### config.mk
export PLATFORM = sky130hd
export DESIGN_NAME = uart_frame_check_flat
export DESIGN_NICKNAME = d
export VERILOG_FILES = /design/src/rtl/uart_frame_check_if.sv /design/src/rtl/uart_frame_check.sv /design/src/flat_wrapper.sv
export SDC_FILE = /design/constraint.sdc
export NUM_CORES = 1
export LEC_CHECK = 0
export ABC_AREA = 1
export CAP_MARGIN = 25
export CELL_PAD_IN_SITES_DETAIL_PLACEMENT = 0
export CELL_PAD_IN_SITES_GLOBAL_PLACEMENT = 1
export CORE_ASPECT_RATIO = 1.1
export CORE_MARGIN = 2
export CORE_UTILIZATION = 40
export DETAILED_ROUTE_END_ITERATION = 8
export PLACE_DENSITY = 0.86
export SLEW_MARGIN = 25
export SYNTH_ARGS = -nofsm -noshare
export SYNTH_HDL_FRONTEND = slang
export SYNTH_SLANG_ARGS = --single-unit
### constraint.sdc
create_clock -name clk -period 3.2 [get_ports clk]
set_clock_uncertainty 0.15 [all_clocks]
set_input_delay 0.48 -clock clk [delete_from_list [all_inputs] [get_ports clk]]
set_output_delay 0.48 -clock clk [all_outputs]
set_load 0.03 [all_outputs]
### src/rtl/uart_frame_check_if.sv
// Bundle between a bit-sampling front end and the UART frame checker:
// sampled-bit strobe, framing options and the checker's result outputs.
interface uart_frame_check_if #(
  parameter int DATA_WIDTH    = 8,
  parameter int ERR_CNT_WIDTH = 8
);
  logic                     en;
  logic                     edge_done;
  logic                     samp_out;
  logic                     par_en;
  logic                     par_odd;
  logic                     clr_cnt;
  logic [DATA_WIDTH-1:0]    data_out;
  logic                     data_valid;
  logic                     start_err;
  logic                     par_err;
  logic                     stop_err;
  logic                     frame_busy;
  logic [ERR_CNT_WIDTH-1:0] err_cnt;

  // Strobe semantics: a bit is offered when edge_done=1 and consumed only while en=1;
  // there is no back-pressure, so every enabled strobe is taken in that same cycle.
  modport master (
    output en, edge_done, samp_out, par_en, par_odd, clr_cnt,
    input  data_out, data_valid, start_err, par_err, stop_err, frame_busy, err_cnt
  );

  modport slave (
    input  en, edge_done, samp_out, par_en, par_odd, clr_cnt,
    output data_out, data_valid, start_err, par_err, stop_err, frame_busy, err_cnt
  );
endinterface

### src/rtl/uart_frame_check.sv
// UART frame checker: assembles start/data/parity/stop bits delivered as sample
// strobes, flags framing errors as single-cycle pulses and counts them.
module uart_frame_check #(
  parameter int DATA_WIDTH    = 8,
  parameter int STOP_BITS     = 1,
  parameter int ERR_CNT_WIDTH = 8
) (
  input  logic                clk,
  input  logic                rst,
  uart_frame_check_if.slave   bus,
  output logic [1:0]          dbg_state
);

  typedef enum logic [1:0] {
    IDLE   = 2'd0,
    DATA   = 2'd1,
    PARITY = 2'd2,
    STOP   = 2'd3
  } state_t;

  state_t                  state, state_nx;
  logic [DATA_WIDTH-1:0]   shreg, shreg_nx;
  logic [DATA_WIDTH-1:0]   data_q, data_nx;
  logic [3:0]              cnt, cnt_nx;
  logic                    pe_q, pe_nx;
  logic                    po_q, po_nx;
  logic                    ferr_q, ferr_nx;
  logic                    dv_q, dv_nx;
  logic                    se_q, se_nx;
  logic                    pa_q, pa_nx;
  logic                    so_q, so_nx;
  logic [ERR_CNT_WIDTH-1:0] err_q;

  always_ff @(posedge clk) begin
    if (rst) begin
      state  <= IDLE;
      shreg  <= '0;
      data_q <= '0;
      cnt    <= '0;
      pe_q   <= 1'b0;
      po_q   <= 1'b0;
      ferr_q <= 1'b0;
      dv_q   <= 1'b0;
      se_q   <= 1'b0;
      pa_q   <= 1'b0;
      so_q   <= 1'b0;
    end else begin
      state  <= state_nx;
      shreg  <= shreg_nx;
      data_q <= data_nx;
      cnt    <= cnt_nx;
      pe_q   <= pe_nx;
      po_q   <= po_nx;
      ferr_q <= ferr_nx;
      dv_q   <= dv_nx;
      se_q   <= se_nx;
      pa_q   <= pa_nx;
      so_q   <= so_nx;
    end
  end

  // cnt counts data bits in DATA and stop bits in STOP; ferr_q remembers any
  // parity/stop error seen earlier in the frame so the word is not published.
  always_comb begin
    state_nx = state;
    shreg_nx = shreg;
    data_nx  = data_q;
    cnt_nx   = cnt;
    pe_nx    = pe_q;
    po_nx    = po_q;
    ferr_nx  = ferr_q;
    dv_nx    = 1'b0;
    se_nx    = 1'b0;
    pa_nx    = 1'b0;
    so_nx    = 1'b0;
    if (!bus.en) begin
      state_nx = IDLE;
      cnt_nx   = '0;
    end else if (bus.edge_done) begin
      case (state)
        IDLE: begin
          if (bus.samp_out) begin
            se_nx = 1'b1;
          end else begin
            pe_nx    = bus.par_en;
            po_nx    = bus.par_odd;
            cnt_nx   = '0;
            ferr_nx  = 1'b0;
            state_nx = DATA;
          end
        end
        DATA: begin
          shreg_nx = {bus.samp_out, shreg[DATA_WIDTH-1:1]};
          if (cnt == 4'(DATA_WIDTH - 1)) begin
            cnt_nx   = '0;
            state_nx = pe_q ? PARITY : STOP;
          end else begin
            cnt_nx = cnt + 4'd1;
          end
        end
        PARITY: begin
          if (bus.samp_out != (^shreg ^ po_q)) begin
            pa_nx   = 1'b1;
            ferr_nx = 1'b1;
          end
          state_nx = STOP;
        end
        STOP: begin
          if (!bus.samp_out) begin
            so_nx   = 1'b1;
            ferr_nx = 1'b1;
          end
          if (cnt == 4'(STOP_BITS - 1)) begin
            cnt_nx   = '0;
            state_nx = IDLE;
            if (!ferr_q && bus.samp_out) begin
              data_nx = shreg;
              dv_nx   = 1'b1;
            end
          end else begin
            cnt_nx = cnt + 4'd1;
          end
        end
        default: state_nx = IDLE;
      endcase
    end
  end

  // Clear wins over a coincident increment; the counter sticks at all-ones.
  always_ff @(posedge clk) begin
    if (rst || bus.clr_cnt) begin
      err_q <= '0;
    end else if ((se_q || pa_q || so_q) && (err_q != '1)) begin
      err_q <= err_q + 1'b1;
    end
  end

  assign bus.data_out   = data_q;
  assign bus.data_valid = dv_q;
  assign bus.start_err  = se_q;
  assign bus.par_err    = pa_q;
  assign bus.stop_err   = so_q;
  assign bus.frame_busy = (state != IDLE);
  assign bus.err_cnt    = err_q;
  assign dbg_state      = state;

endmodule

### src/flat_wrapper.sv
// flat-port wrapper written by rule: the top's interface ports become plain ports
module uart_frame_check_flat 
#(
  parameter int DATA_WIDTH    = 8,
  parameter int STOP_BITS     = 1,
  parameter int ERR_CNT_WIDTH = 8
)
  (clk, rst, dbg_state, bus_en, bus_edge_done, bus_samp_out, bus_par_en, bus_par_odd, bus_clr_cnt, bus_data_out, bus_data_valid, bus_start_err, bus_par_err, bus_stop_err, bus_frame_busy, bus_err_cnt);
  uart_frame_check_if #(.DATA_WIDTH(DATA_WIDTH), .ERR_CNT_WIDTH(ERR_CNT_WIDTH)) bus_i ();
  input  logic clk;
  input  logic rst;
  output logic [1:0] dbg_state;
  input wire logic [$bits(bus_i.en)-1:0] bus_en;
  input wire logic [$bits(bus_i.edge_done)-1:0] bus_edge_done;
  input wire logic [$bits(bus_i.samp_out)-1:0] bus_samp_out;
  input wire logic [$bits(bus_i.par_en)-1:0] bus_par_en;
  input wire logic [$bits(bus_i.par_odd)-1:0] bus_par_odd;
  input wire logic [$bits(bus_i.clr_cnt)-1:0] bus_clr_cnt;
  output wire logic [$bits(bus_i.data_out)-1:0] bus_data_out;
  output wire logic [$bits(bus_i.data_valid)-1:0] bus_data_valid;
  output wire logic [$bits(bus_i.start_err)-1:0] bus_start_err;
  output wire logic [$bits(bus_i.par_err)-1:0] bus_par_err;
  output wire logic [$bits(bus_i.stop_err)-1:0] bus_stop_err;
  output wire logic [$bits(bus_i.frame_busy)-1:0] bus_frame_busy;
  output wire logic [$bits(bus_i.err_cnt)-1:0] bus_err_cnt;
  assign bus_i.en = bus_en;
  assign bus_i.edge_done = bus_edge_done;
  assign bus_i.samp_out = bus_samp_out;
  assign bus_i.par_en = bus_par_en;
  assign bus_i.par_odd = bus_par_odd;
  assign bus_i.clr_cnt = bus_clr_cnt;
  assign bus_data_out = bus_i.data_out;
  assign bus_data_valid = bus_i.data_valid;
  assign bus_start_err = bus_i.start_err;
  assign bus_par_err = bus_i.par_err;
  assign bus_stop_err = bus_i.stop_err;
  assign bus_frame_busy = bus_i.frame_busy;
  assign bus_err_cnt = bus_i.err_cnt;
  uart_frame_check #(.DATA_WIDTH(DATA_WIDTH), .STOP_BITS(STOP_BITS), .ERR_CNT_WIDTH(ERR_CNT_WIDTH)) u_core (.clk(clk), .rst(rst), .bus(bus_i), .dbg_state(dbg_state));
endmodule
# Word-level counts from Yosys, hierarchy flattened
# Index checks and enable logic that the tools add are counted.
[classes] n_addsub=2 eq_ne=11 mux=17 n_bitwise=8 n_reduce_logical=23
[ops] op="$mux W4" count=3
[ops] op="$pmux W4 S3" count=1
[ops] op="$reduce_or A4 Y1" count=3
[ops] op="$add A8 B1 Y8 const B" count=1
[ops] op="$mux W1" count=8
[ops] op="$ne A8 B8 Y1 const B" count=1
[ops] op="$pmux W2 S4" count=1
[ops] op="$reduce_and A4 Y1" count=2
[ops] op="$reduce_xor A8 Y1" count=1
[ops] op="$not A1 Y1" count=7
[ops] op="$mux W2" count=3
[ops] op="$ne A2 B1 Y1 const B" count=3
[ops] op="$reduce_and A3 Y1" count=2
[ops] op="$reduce_and A6 Y1" count=1
[ops] op="$reduce_bool A3 Y1" count=2
[ops] op="$reduce_and A5 Y1" count=1
[ops] op="$reduce_or A5 Y1" count=1
[ops] op="$add A4 B1 Y4 const B" count=1
[ops] op="$eq A2 B2 Y1 const B" count=2
[ops] op="$eq A4 B3 Y1 const B" count=1
[ops] op="$logic_not A4 Y1" count=1
[ops] op="$ne A2 B2 Y1 const B" count=2
[ops] op="$logic_or A1 B1 Y1" count=3
[ops] op="$pmux W1 S3" count=1
[ops] op="other kinds (8)" count=9
[totals] regBits=37

# Depth between registers and ports, before layout
# Gate-level depths: netlist (run 1).
[depth] depth_word=5 ltp_mapped=11

# Worst setup path before layout (run 1)
# OpenSTA, ideal clock, no wires.
[synth_path] kind="flip-flop to flip-flop" start="register u_core.state[0] (netlist: u_core.dbg_state[0])" end="register u_core.cnt[2]" arrival_ns=1.542 path_slack_ns=1.393 stages_incl_launch_ff=8 n_path_buf=0 period_less_slack_ns=1.807 path_cell_list="dfxtp_1 > inv_1 > ha_1 > inv_1 > a31o_2 > o21ai_0 > nand2_1 > nor2_1"
[synth_between] elab_chain_len=3
[synth_rtl] element="start: declaration" line_no="uart_frame_check.sv:21" rtl="state_t state, state_nx;"
[synth_rtl] element="start signal: assignment" line_no="uart_frame_check.sv:48" rtl="state <= state_nx;"
[synth_rtl] element="$eq A2 B1 Y1, or another cell as far along" line_no="uart_frame_check.sv:80" rtl="case (state)"
[synth_rtl] element="$reduce_bool A3 Y1 (no source line) or $ne A2 B2 Y1 (tied branches)"
[synth_rtl] element="$reduce_and A3 Y1 (no source line)"
[synth_rtl] element="end signal: assignment" line_no="uart_frame_check.sv:51" rtl="cnt <= cnt_nx;"
[synth_rtl] element="end: declaration" line_no="uart_frame_check.sv:24" rtl="logic [3:0] cnt, cnt_nx;"
# Several ways; a longest one is shown, not always the timed one.
# A chain may end at the register's enable or synchronous reset.

# Final worst setup path (run 1)
[layout_path] start="register u_core.state[0] (netlist: u_core.dbg_state[0])" end="output port bus_frame_busy"
[layout_between] elab_chain_len=1
[layout_rtl] element="$reduce_bool A2 Y1" line_no="uart_frame_check.sv:143" rtl="assign bus.frame_busy = (state != IDLE);"
[layout_rtl] element="end: declaration" line_no="flat_wrapper.sv:24" rtl="output wire logic [$bits(bus_i.frame_busy)-1:0] bus_frame_busy;"
# Every way passes these cells.

==> results.md, run 1 <==
Outcome:
- The flow ran to the end, and the final reports show no timing, DRC or antenna violations.

Timing:
- The final critical path takes up 77.2% of the cycle.
- The total negative setup slack is 0 ns.
- Setup repair after global routing left no endpoint under its margin.
- The shortest period the worst path allows is 2.47 ns.
- Across all setup checks in the final design, the least slack found is ~0.73 ns.
- The final setup violation count is 0.
- In this run the tightest slew margin relative to its limit is approximately 45%.
- The total count of hold-check failures in the final report came to 0.
- The maximum frequency from static timing analysis is 405 MHz.
- The max-slew violation count is 0.
- At the pin with the least slew margin, the transition time is ~0.8 ns.

Logic synthesis:
- The synthesized flop and latch total is 37.
- The cell area after synthesis is 0.00181 sq mm.
- Counting flops with an async set or reset pin after synthesis yields a share of 0%.
- For this run, the number of Yosys warnings is 0.
- By area the synthesized netlist is led by sky130_fd_sc_hd__dfxtp_1, sky130_fd_sc_hd__nand2_1, sky130_fd_sc_hd__inv_1.
- After synthesis, the mean cell area works out to 7.26 sq um.
- In this run the biggest area consumer among cell types represents 41.0% of the synthesized area.
- In this run, synthesis inferred 0 flip-flops with an integrated enable.
- Counting distinct cell types in the post-synthesis netlist gives 28.
- The prevailing post-synth register cell is sky130_fd_sc_hd__dfxtp_1.
- The fraction of the yosys area taken by sequential cells is around two fifths.
- After technology mapping, the gate count stands at 249.
- Synthesis produced a netlist with a net count of ~270.
- Summed over all instances, the cell type with the most area after synthesis is sky130_fd_sc_hd__dfxtp_1.

Critical path:
- Together, buffers and inverters on the worst path number 3.
- The gate family responsible for the most delay along the worst path is buffers and inverters.
- For this run, the slowest stage of the critical path takes 0.68 ns.
- STA classifies the critical path endpoint as a primary output.
- The worst register-to-register path begins at u_core.dbg_state[0].
- The critical-path maximum fanout is 6.
- Data on the critical path arrives at its endpoint at 1.84 ns.
- The worst register-to-register path ends at u_core.bus.data_out[5].
- The number of cells traversed by the worst register-to-register path is 5.
- In this run the register-to-register setup slack is 1.22 ns.
- The classification of the worst setup path is flop to primary output.
- The signal on the critical path passes through inv_1 > ha_1 > inv_1 > clkdlybuf4s50_1.
- On the critical path, the stage with the largest delay is an instance of sky130_fd_sc_hd__clkdlybuf4s50_1.
- STA classifies the critical path startpoint as a flop.
- The logic depth of the worst path, buffers included is 4.
- The required time of the worst setup path is 2.57 ns.
- The most common cell type on the critical path is sky130_fd_sc_hd__inv_1.

Clock network:
- The CTS tree is yes.
- Clock tree synthesis inserted a total of 5 buffers.
- In this run the deepest clock path goes through 2 buffers.
- The number of setup buffers added after CTS is 0.
- The number of buffers added to fix hold violations after cts is 0.
- The number of sinks handled by clock tree synthesis is 37.
- The master cell of the clock root buffer is sky130_fd_sc_hd__clkbuf_8.
- The post-cts sizing count is 0.
- At the later pin of the worst-skew pair, clock insertion delay measures 0.29 ns.
- Clock-pin slew was measured on the worst setup and hold paths at 0.07 ns.
- In this run the number of H-tree levels came out at 2.

Min path:
- The min-delay analysis places its worst path in the category flop to flop.
- The path with the worst hold slack has its endpoint at u_core.cnt[3].
- The beginning of the worst hold path is u_core.cnt[3].
- The count of cells along the worst hold path is 2.

Final layout:
- Relative to the synthesized area, the layout overhead comes to 24.1%.
- The fraction of layout cells with a size suffix above 1 is 5.99%.
- At the end of the flow, the number of nets in the layout was 299.
- The number of inserted diodes is 0.
- The layout has 452 filler cells.

Route:
- In this run the remaining antenna-violating nets after routing total 0.
- For this block, the routed nets add up to 3810 um of wire.
- After detailed routing, the number of remaining DRC violations is 0.
- The ratio of routed vias to standard cells is about 4.7.
- The iteration-0 DRC count of the detailed router is 86.
- The per-cell routed wire length is 11.3 um.
- The routed layout has 1599 vias.
- The number of detailed-route iterations in the first pass is 4.

GRT:
- The via count of the first global-routing pass is 1449.
- For this run the aggregate overflow at the end of global routing stands at 0.
- The global-route total usage across every layer is 16.3%.
- Entering global routing, the biggest net connects 21 pins.
- The first global-routing pass estimated 6240 um of wire.
- The number of antenna violations at the first check in global routing is 0.

Power:
- The maximum VDD drop is between 200 and 300 uV.
- For this design the static power due to leakage is 0.899 nW.
- In this run the power density over the cells is 387 mW/mm^2.
- The total power consumption of the routed design is 867 uW.

Placed design:
- The congestion estimate from routability-driven global placement came to 0.789.
- The placed wire-length estimate is 2840 um.
- The number of input and output port buffers inserted is 30.
- The setup slack at placement is 0.739 ns.

Floorplan:
- The height of the die is 74.5 um.
- The total area inside the core boundary comes to 0.00432 sq mm.
- For this configuration, the core starts out at a cell density of 41.9%.
- The floorplan step defined a die boundary enclosing 0.00507 sq mm.
- The floorplan has 25 rows.
- The count of boundary I/O pins is 31.
- The die width is around 70 um.

Job:
- The tool flagged a number of max-cap violations equal to 0.
## worst max-delay path by stage
stage / startpoint / end / slack (ns)
6_report: u_core.dbg_state[0] / bus_frame_busy / 0.73
5_1_grt: u_core.dbg_state[0] / bus_frame_busy / 0.64
3_5_place_dp: bus_samp_out / u_core.bus.data_out[5] / 0.74
2_1_floorplan: u_core.dbg_state[0] / u_core.cnt[2] / 1.39
4_1_cts: u_core.dbg_state[0] / bus_frame_busy / 0.72
3_3_place_gp: bus_samp_out / u_core.bus.data_out[7] / 0.81
## cell families after synthesis
group | after synthesis | share of synthesized area, %
adders and majority gates | 8 | 5.54
buffers and inverters | 46 | 9.97
DFF | 37 | 41.0
and+or+nand+nor | 91 | 22.7
xor gates and xnor gates | 6 | 2.91
AOI/OAI and AO/OA | 61 | 17.9
## cells in the mapped netlist, types with 2 or more instances
master	instances
sky130_fd_sc_hd__nand4_1	2
sky130_fd_sc_hd__nor2_1	21
sky130_fd_sc_hd__nand3_1	12
sky130_fd_sc_hd__nand2_1	45
sky130_fd_sc_hd__a211oi_1	2
sky130_fd_sc_hd__dfxtp_1	37
sky130_fd_sc_hd__nand2_2	2
sky130_fd_sc_hd__inv_1	41
sky130_fd_sc_hd__nor3_1	3
sky130_fd_sc_hd__a21oi_1	28
sky130_fd_sc_hd__o21ai_0	27
sky130_fd_sc_hd__xnor2_1	5
sky130_fd_sc_hd__clkbuf_1	2
sky130_fd_sc_hd__ha_1	8
## flip-flops by register name, indices dropped and copies added, names as in the netlist
name                   count
u_core.ferr_q              1
u_core.bus.stop_err        1
u_core.bus.start_err       1
u_core.cnt                 4
u_core.bus.data_valid      1
u_core.dbg_state           2
u_core.po_q                1
u_core.bus.err_cnt         8
u_core.bus.data_out        8
u_core.bus.par_err         1
u_core.pe_q                1
u_core.shreg               8
## where the power goes
group	switching (mW)	internal (mW)
clock	0.165	0.151
sequential	0.00604	0.466
combinational	0.0478	0.0314
total	0.219	0.648
## area by class of cell
cell class / count / area, sq um / area share (%)
inverters: 42 / 158 / 7.03
flip-flops and latches: 37 / 741 / 33.0
multi-input cells: 166 / 887 / 39.5
clock inverters: 2 / 10.0 / 0.446
repair buffers: 31 / 308 / 13.7
clock buffers: 6 / 72.6 / 3.23
well taps: 54 / 67.6 / 3.01
## cells in the final DEF (no fill, tap or decap), types with 2 or more instances in the layout
master	instances
sky130_fd_sc_hd__clkdlybuf4s50_1	30
sky130_fd_sc_hd__xnor2_1	5
sky130_fd_sc_hd__inv_1	41
sky130_fd_sc_hd__dfxtp_1	37
sky130_fd_sc_hd__clkbuf_8	5
sky130_fd_sc_hd__nand4_1	2
sky130_fd_sc_hd__a211oi_1	2
sky130_fd_sc_hd__nand2_1	45
sky130_fd_sc_hd__o21ai_0	27
sky130_fd_sc_hd__nand2_2	2
sky130_fd_sc_hd__clkinv_2	2
sky130_fd_sc_hd__ha_1	8
sky130_fd_sc_hd__nand3_1	12
sky130_fd_sc_hd__nor2_1	21
sky130_fd_sc_hd__nor3_1	3
sky130_fd_sc_hd__a21oi_1	28
## metrics by stage
| stage | instances | util (%) | cell area [sq um] | hold slack [ns] |
|---|---|---|---|---|
| 4_1_cts | 338 | 52.0 | 2240 | 0.335 |
| 6_report | 338 | 52.0 | 2240 | 0.334 |
| 3_5_place_dp | 330 | 50.1 | 2160 | 0.324 |
| 5_1_grt | 338 | 52.0 | 2240 | 0.373 |
| 2_1_floorplan | 249 | - | 1810 | 0.299 |
| 3_3_place_gp | 330 | 50.1 | 2160 | 0.315 |
## per-layer routing
metal	part of all wire, %	global-route usage (%)	vias to the layer above
li1	-	-	869
met1	50	20.7	703
met2	45	26.2	23
met3	3.2	4.99	4
met4	1.1	5.33	0
met5	0	0	-
## worst reg2reg max path, stage by stage (launching register included)
cell and delay, ns:
sky130_fd_sc_hd__dfxtp_1 0.43, sky130_fd_sc_hd__ha_1 0.24, sky130_fd_sc_hd__nand2_2 0.09, sky130_fd_sc_hd__nor4_4 0.70, sky130_fd_sc_hd__o21ai_0 0.15, sky130_fd_sc_hd__a21oi_1 0.15
Note: power is estimated with default switching activity, not from simulation.
==> run 2: changes to the inputs <==
--- a/config.mk
+++ b/config.mk
@@ -11,9 +11,9 @@
 export CELL_PAD_IN_SITES_GLOBAL_PLACEMENT = 1
 export CORE_ASPECT_RATIO = 1.1
 export CORE_MARGIN = 2
-export CORE_UTILIZATION = 40
+export CORE_UTILIZATION = 37
 export DETAILED_ROUTE_END_ITERATION = 8
-export PLACE_DENSITY = 0.86
+export PLACE_DENSITY = 0.81
 export SLEW_MARGIN = 25
 export SYNTH_ARGS = -nofsm -noshare
 export SYNTH_HDL_FRONTEND = slang
==> constraint.sdc (replaced) <==
create_clock -name clk -period 2.3 [get_ports clk]
set_clock_uncertainty 0.15 [all_clocks]
set_input_delay 0.345 -clock clk [delete_from_list [all_inputs] [get_ports clk]]
set_output_delay 0.345 -clock clk [all_outputs]
set_load 0.03 [all_outputs]
==> results.md, run 2 (same netlist as run 1, synthesis figures left out) <==
Placed design:
- The instance count after placement with tap cells included is 334 (+1.2%).
- The setup slack at placement is 0.295 ns (-0.443 ns).
- The placed wire-length estimate is 2860 um (+0.49%).
- The placer's final routability congestion estimate is 0.782 (-0.86%).
- The number of input and output port buffers inserted is 30 (unchanged).

Critical path:
- The beginning of the worst register-to-register path is u_core.dbg_state[0].
- The required time of the worst setup path is 1.80 ns (-0.77 ns).
- The critical path is of the flop to primary output type.
- The critical path's largest stage delay came to 0.43 ns (-0.25 ns).
- The minimum setup slack among reg-to-reg paths is 0.54 ns (-0.68 ns).
- The critical-path maximum fanout came to 6 (unchanged).
- The beginning of the critical path is u_core.dbg_state[0].
- The signal arrival time at the worst endpoint is 1.57 ns (-0.27 ns).
- The most common cell type on the critical path is sky130_fd_sc_hd__inv_1.
- Traced cell by cell, the critical path runs through inv_1 > ha_1 > inv_1 > dlygate4sd2_1.
- On the critical path, the stage with the largest delay is an instance of sky130_fd_sc_hd__dfxtp_1.
- In this run the critical register-to-register path is captured at u_core.cnt[2].
- The number of cells traversed by the worst register-to-register path is 8 (+3).
- STA classifies the critical path endpoint as a primary output.
- The worst setup path is launched from a flop.

Timing:
- The worst relative slew slack came to 76.7% (+32 points).
- The maximum frequency from static timing analysis is around 490 MHz.
- Setup repair after global routing left no endpoint under its margin.
- The actual slew at the worst max-slew pin is 0.348 ns (-0.470 ns).
- The shortest period the worst path allows is about 2.1 ns.
- The final clock period utilization by the worst path is around nine tenths.
- The final setup violation count is 0 (unchanged).
- The max-slew violation count was 0 (unchanged).
- The total count of hold-check failures in the final report came to 0 (unchanged).
- The total negative setup slack was 0 ns (unchanged).
- The least setup slack across all paths after layout is 0.239 ns (-0.491 ns).

Clock network:
- The CTS clock-pin slew for the worst setup and hold paths is 0.08 ns (about the same).
- The clock insertion delay at the later pin of the skew report came to 0.30 ns (about the same).
- The number of CTS-inserted buffers is 5 (unchanged).
- The number of buffers added to fix hold violations after cts was 0 (unchanged).
- The post-cts sizing count is 1 (+1).
- The worst-case clock buffer depth is 2 (unchanged).
- The number of sinks handled by clock tree synthesis came to 37 (unchanged).
- The number of setup buffers added after CTS is 0 (unchanged).
- The H-tree depth came to 2 (unchanged).
- TritonCTS built the clock tree.
- The tree is rooted in a sky130_fd_sc_hd__clkbuf_8.

Floorplan:
- The count of boundary I/O pins came to 31 (unchanged).
- The initial core utilization is 38.6% (-3.3 points).
- The height of the die is 77.3 um (+3.8%).
- The core region area is 0.00468 sq mm (+8.5%).
- The die width is 70.7 um (+3.7%).
- The die area is 0.00546 sq mm (+7.6%).
- The number of placement rows is 26 (+4.0%).

Power:
- The combinational cell fraction of total power is 8.7% (-0.4 points).
- The clock group share of total power is 38.5% (+2.1 points).
- The sequential group share of total power came to 52.7% (-1.7 points).
- The cell leakage power is 0.913 nW (+1.5%).
- The switching component of the power is 332 uW (+52%).
- The cell area power density was 548 mW/mm^2 (+42%).
- The maximum VDD drop is 366 uV (+34%).
- The internal power summed over all cells is 912 uW (+41%).
- The proportion of total power due to net switching came to 26.7% (+1.5 points).

Route:
- The iteration-0 DRC count of the detailed router came to 62 (-28%).
- The wire length reported by the detailed router was 3760 um (-1.5%).
- The count of nets left with antenna violations after detail routing is 0 (unchanged).
- The per-cell routed wire length is 11.0 um (-2.7%).
- The number of detailed-route iterations in the first pass is 4 (unchanged).
- The number of vias after detailed routing is 1617 (+1.1%).
- The ratio of routed vias to standard cells came to 4.73 (about the same).
- The total DRC errors in the routed layout is 0 (unchanged).

GRT:
- The met2 track demand over resource in global routing is 24.8% (-1.4 points).
- The global-route total usage across every layer was 15.0% (-1.3 points).
- The number of antenna violations at the first check in global routing is 0 (unchanged).
- The global routing usage on met3 is 4.60% (-0.39 points).
- In this run the most used layer during global routing was met2.
- The first-pass GRT wire length is 6640 um (+6.4%).
- The leftover overflow at the end of global routing is 0 (unchanged).
- The met1 track utilization from global routing was 18.8% (-1.9 points).
- The via count of the first global-routing pass is 1548 (+6.8%).
- The maximum number of pins on one net before global-route repair is 20 (-4.8%).

Min path:
- The worst min-delay path category is flop to flop.
- The startpoint identified for the worst hold timing path is u_core.ferr_q.
- The count of cells along the worst hold path is 2 (unchanged).
- The worst hold path terminates at u_core.ferr_q.

Final layout:
- The net total in the final layout is 301 (+0.67%).
- The filler-free cell count of the finished design is 342 (+1.2%).
- The fill cell total of the finished layout is 494 (+9.3%).
- The most frequent standard cell in the layout excluding fill and tap cells is sky130_fd_sc_hd__nand2_1.
- The fraction of layout cells with a size suffix above 1 is 6.99% (+1.0 points).
- The synthesis-to-finish area growth is 25.6%.
- In the layout the commonest cells are sky130_fd_sc_hd__nand2_1, sky130_fd_sc_hd__inv_1, sky130_fd_sc_hd__dfxtp_1.
- The number of inserted diodes is 0 (unchanged).

Job:
- The number of max-cap violations is 0 (unchanged).

Outcome:
- The flow ran to the end, and the final reports show no timing, DRC or antenna violations.
-- run 2: changes by cell type in the layout (fill, tap and decap cells not counted), sizes merged --
cell           delta
buf               +2
inv               +2
clkinvlp          +1
clkdlybuf4s50     -1
dlygate4sd2       +1
clkbuf            -1
clkinv            -2
-- run 2: worst max-delay path by stage --
stage                           endpoint  depth (start not counted)
after CTS                 bus_frame_busy                          4
after global placement    bus_frame_busy                          4
after floorplan            u_core.cnt[2]                          7
after global routing      bus_frame_busy                          4
final                     bus_frame_busy                          4
after detailed placement  bus_frame_busy                          4
-- run 2: area by class of cell --
type	instances	area, sq um	area share [%]
multi-input cells	166	887	39.1
well taps	56	70.1	3.09
clock inverters	3	25.0	1.10
inverters	42	158	6.94
repair buffers	33	322	14.2
clock buffers	5	68.8	3.03
flip-flops and latches	37	741	32.6
-- run 2: stage by stage --
step | hold slack [ns] | util, % | total power [mW] | instance area, sq um
detailed placement | 0.319 | 46.5 | 0.782 | 2180
global placement | 0.316 | 46.5 | 0.783 | 2180
floorplan | 0.266 | - | 0.740 | 1810
CTS | 0.342 | 48.5 | 1.26 | 2270
finish | 0.342 | 48.5 | 1.24 | 2270
global route | 0.366 | 48.5 | 1.31 | 2270
-- run 2: per-layer routing --
layer | vias up | wire length, um
li1 | 870 | -
met5 | - | 0
met4 | 0 | 11
met1 | 712 | 1890
met2 | 33 | 1690
met3 | 2 | 161
-- run 2: critical path, delay by kind of cell (launching register included) --
family | cells | cell delay (ns)
buffers and inverters | 3 | 0.61
DFF | 1 | 0.43
adders and majority gates | 1 | 0.22
-- run 2: power by group through the flow --
| stage | clock network, mW | registers (mW) | logic, mW |
|---|---|---|---|
| final | 0.480 | 0.656 | 0.109 |
| after global routing | 0.525 | 0.658 | 0.123 |
| after CTS | 0.499 | 0.656 | 0.110 |
| after detailed placement | 0 | 0.671 | 0.111 |
| after global placement | 0 | 0.671 | 0.111 |
| after floorplan | 0 | 0.675 | 0.0653 |
==> run 3: changes to the inputs <==
--- a/config.mk
+++ b/config.mk
@@ -13,7 +13,7 @@
 export CORE_MARGIN = 2
 export CORE_UTILIZATION = 37
 export DETAILED_ROUTE_END_ITERATION = 8
-export PLACE_DENSITY = 0.81
+export PLACE_DENSITY_LB_ADDON = 0.1
 export SLEW_MARGIN = 25
 export SYNTH_ARGS = -nofsm -noshare
 export SYNTH_HDL_FRONTEND = slang
==> results.md, run 3 (same netlist as run 1, synthesis figures left out) <==
Timing:
- The shortest period the worst path allows is 2.04 ns (-0.0168 ns).
- The final clock period utilization by the worst path was 88.9% (-0.73 points).
- The final setup violation count is 0 (unchanged).
- The least setup slack across all paths after layout is 0.256 ns (+0.0168 ns).
- The worst hold slack across all endpoints is 0.328 ns (-0.0136 ns).
- The maximum frequency from static timing analysis is 489 MHz (+0.82%).
- Setup repair after global routing left no endpoint under its margin.
- The worst relative slew slack is 75.9% (-0.78 points).
- The total count of hold-check failures in the final report is 0 (unchanged).
- The max-slew violation count is 0 (unchanged).
- The actual slew at the worst max-slew pin came to 0.358 ns (+0.0103 ns).
- The total negative setup slack is 0 ns (unchanged).

Min path:
- The worst min-delay path category is flop to flop.
- The path with the worst hold slack has its endpoint at u_core.cnt[3].
- The beginning of the worst hold path is u_core.cnt[3].
- The count of cells along the worst hold path was 2 (unchanged).

Critical path:
- The required time of the worst setup path is 1.80 ns (about the same).
- The number of cells traversed by the worst register-to-register path is 8 (unchanged).
- The beginning of the worst register-to-register path is u_core.dbg_state[0].
- STA classifies the critical path endpoint as a primary output.
- Tracing the worst setup path back leads to its startpoint at u_core.dbg_state[0].
- The critical-path maximum fanout was 6 (unchanged).
- The signal arrival time at the worst endpoint is 1.55 ns (-0.02 ns).
- In this run the critical register-to-register path is captured at u_core.cnt[2].
- The minimum setup slack among reg-to-reg paths came to 0.52 ns (-0.02 ns).
- STA classifies the critical path startpoint as a flop.
- The setup path with the least slack is of type flop to primary output.

Clock network:
- The number of buffers added to fix hold violations after cts is 0 (unchanged).
- The CTS clock-pin slew for the worst setup and hold paths is 0.07 ns (about the same).
- The number of sinks handled by clock tree synthesis is 37 (unchanged).
- The H-tree depth was 2 (unchanged).
- The clock insertion delay at the later pin of the skew report is 0.28 ns (-0.02 ns).
- The worst-case clock buffer depth is 2 (unchanged).
- The master cell of the clock root buffer is sky130_fd_sc_hd__clkbuf_8.
- The number of setup buffers added after CTS is 0 (unchanged).
- The CTS tree is yes.
- The number of CTS-inserted buffers was 5 (unchanged).

Final layout:
- The net total in the final layout came to 301 (unchanged).
- The total area of multi-input combinational cells is 887 sq um (unchanged).
- The fill cell total of the finished layout came to 483 (-2.2%).
- The synthesis-to-finish area growth is 25.2%.
- The area of all placed cells without fillers is 0.00226 sq mm (-0.33%).
- The number of inserted diodes is 0 (unchanged).
- Leaving out fill and tap cells, the most frequent cell in the layout is sky130_fd_sc_hd__nand2_1.
- The fraction of layout cells with a size suffix above 1 is 6.32% (-0.68 points).
- The top cell types in the final layout, fill and taps aside, are sky130_fd_sc_hd__nand2_1, sky130_fd_sc_hd__inv_1, sky130_fd_sc_hd__dfxtp_1.
- The filler-free cell count of the finished design is 341 (-0.29%).
- The register area came to 741 sq um (unchanged).
- The final core area utilization is 48.3% (-0.16 points).

Route:
- The ratio of routed vias to standard cells is 4.67 (-1.2%).
- The number of vias after detailed routing is 1593 (-1.5%).
- The total DRC errors in the routed layout was 0 (unchanged).
- The iteration-0 DRC count of the detailed router is 45 (-27%).
- The per-cell routed wire length was 11.7 um (+6.6%).
- The wire length reported by the detailed router is 3990 um (+6.3%).
- The number of detailed-route iterations in the first pass is 5 (+1).
- The count of nets left with antenna violations after detail routing is 0 (unchanged).

Power:
- The sequential group share of total power is 53.8% (+1.1 points).
- The proportion of total power due to net switching came to 23.9% (-2.8 points).
- The internal power summed over all cells was 929 uW (+1.9%).
- The clock group share of total power is 37.2% (-1.3 points).
- The maximum VDD drop is 350 uV (-4.2%).
- The combinational cell fraction of total power is 9.0% (+0.3 points).
- The cell leakage power is 0.912 nW (about the same).
- The cell area power density is 539 mW/mm^2 (-1.5%).
- The switching component of the power came to 292 uW (-12%).
- The total power consumption of the routed design is 1.22 mW (-1.9%).

GRT:
- The global-route total usage across every layer was 15.2% (+0.26 points).
- The leftover overflow at the end of global routing is 0 (unchanged).
- The first-pass GRT wire length is 6580 um (-0.93%).
- The via count of the first global-routing pass came to 1486 (-4.0%).
- The number of antenna violations at the first check in global routing came to 0 (unchanged).
- The maximum number of pins on one net before global-route repair is 20 (unchanged).

Outcome:
- The run finished with clean final reports.

Floorplan:
- The core region area is 0.00468 sq mm (unchanged).
- The die area is 0.00546 sq mm (unchanged).
- The number of placement rows is 26 (unchanged).
- The initial core utilization is 38.6% (unchanged).
- The die width is 70.7 um (unchanged).
- The count of boundary I/O pins came to 31 (unchanged).
- The height of the die is 77.3 um (unchanged).

Placed design:
- The placed cell area is 0.00218 sq mm (unchanged).
- The placer's final routability congestion estimate is 0.773 (-1.1%).
- The setup slack at placement is 0.274 ns (-0.0209 ns).
- The number of input and output port buffers inserted is 30 (unchanged).
- The instance count after placement with tap cells included is 334 (unchanged).
- The placed wire-length estimate is 2960 um (+3.7%).

Job:
- The number of max-cap violations was 0 (unchanged).
## run 3: area by class of cell
class | instances | area share [%]
Clock buffer | 7 | 3.81
Inverter | 42 | 6.97
Multi-Input combinational cell | 166 | 39.2
Sequential cell | 37 | 32.7
Tap cell | 56 | 3.10
Timing Repair Buffer | 33 | 14.2
## run 3: worst max-delay path by stage
| stage | endpoint |
|---|---|
| after floorplan | u_core.cnt[2] |
| after global placement | bus_frame_busy |
| after detailed placement | bus_frame_busy |
| after CTS | bus_frame_busy |
| after global routing | bus_frame_busy |
| final | bus_frame_busy |
## run 3: critical path, cell delays in order (launching register included)
cell and delay, ns:
sky130_fd_sc_hd__dfxtp_1 0.44, sky130_fd_sc_hd__inv_1 0.12, sky130_fd_sc_hd__ha_1 0.22, sky130_fd_sc_hd__inv_1 0.09, sky130_fd_sc_hd__dlygate4sd2_1 0.41
## run 3: timing repair
action	CTS	global route
endpoints found under the setup margin	1	0
resized for setup	1	0
hold endpoints to repair	0	0
## run 3: power by group through the flow
stage                     sequential [mW]  combinational, mW  clock [mW]
after CTS                           0.656              0.112       0.475
after global routing                0.657              0.125       0.499
final                               0.656              0.110       0.454
after detailed placement            0.671              0.112           0
after global placement              0.671              0.113           0
after floorplan                     0.675             0.0653           0
## run 3: metal layers
layer  wire length [um]  vias up  track usage, %
met5                  0        -               0
met4                 44        0            5.66
met3                137        4            4.99
met2               1780       25            23.7
met1               2030      694            19.6
li1                   -      870               -
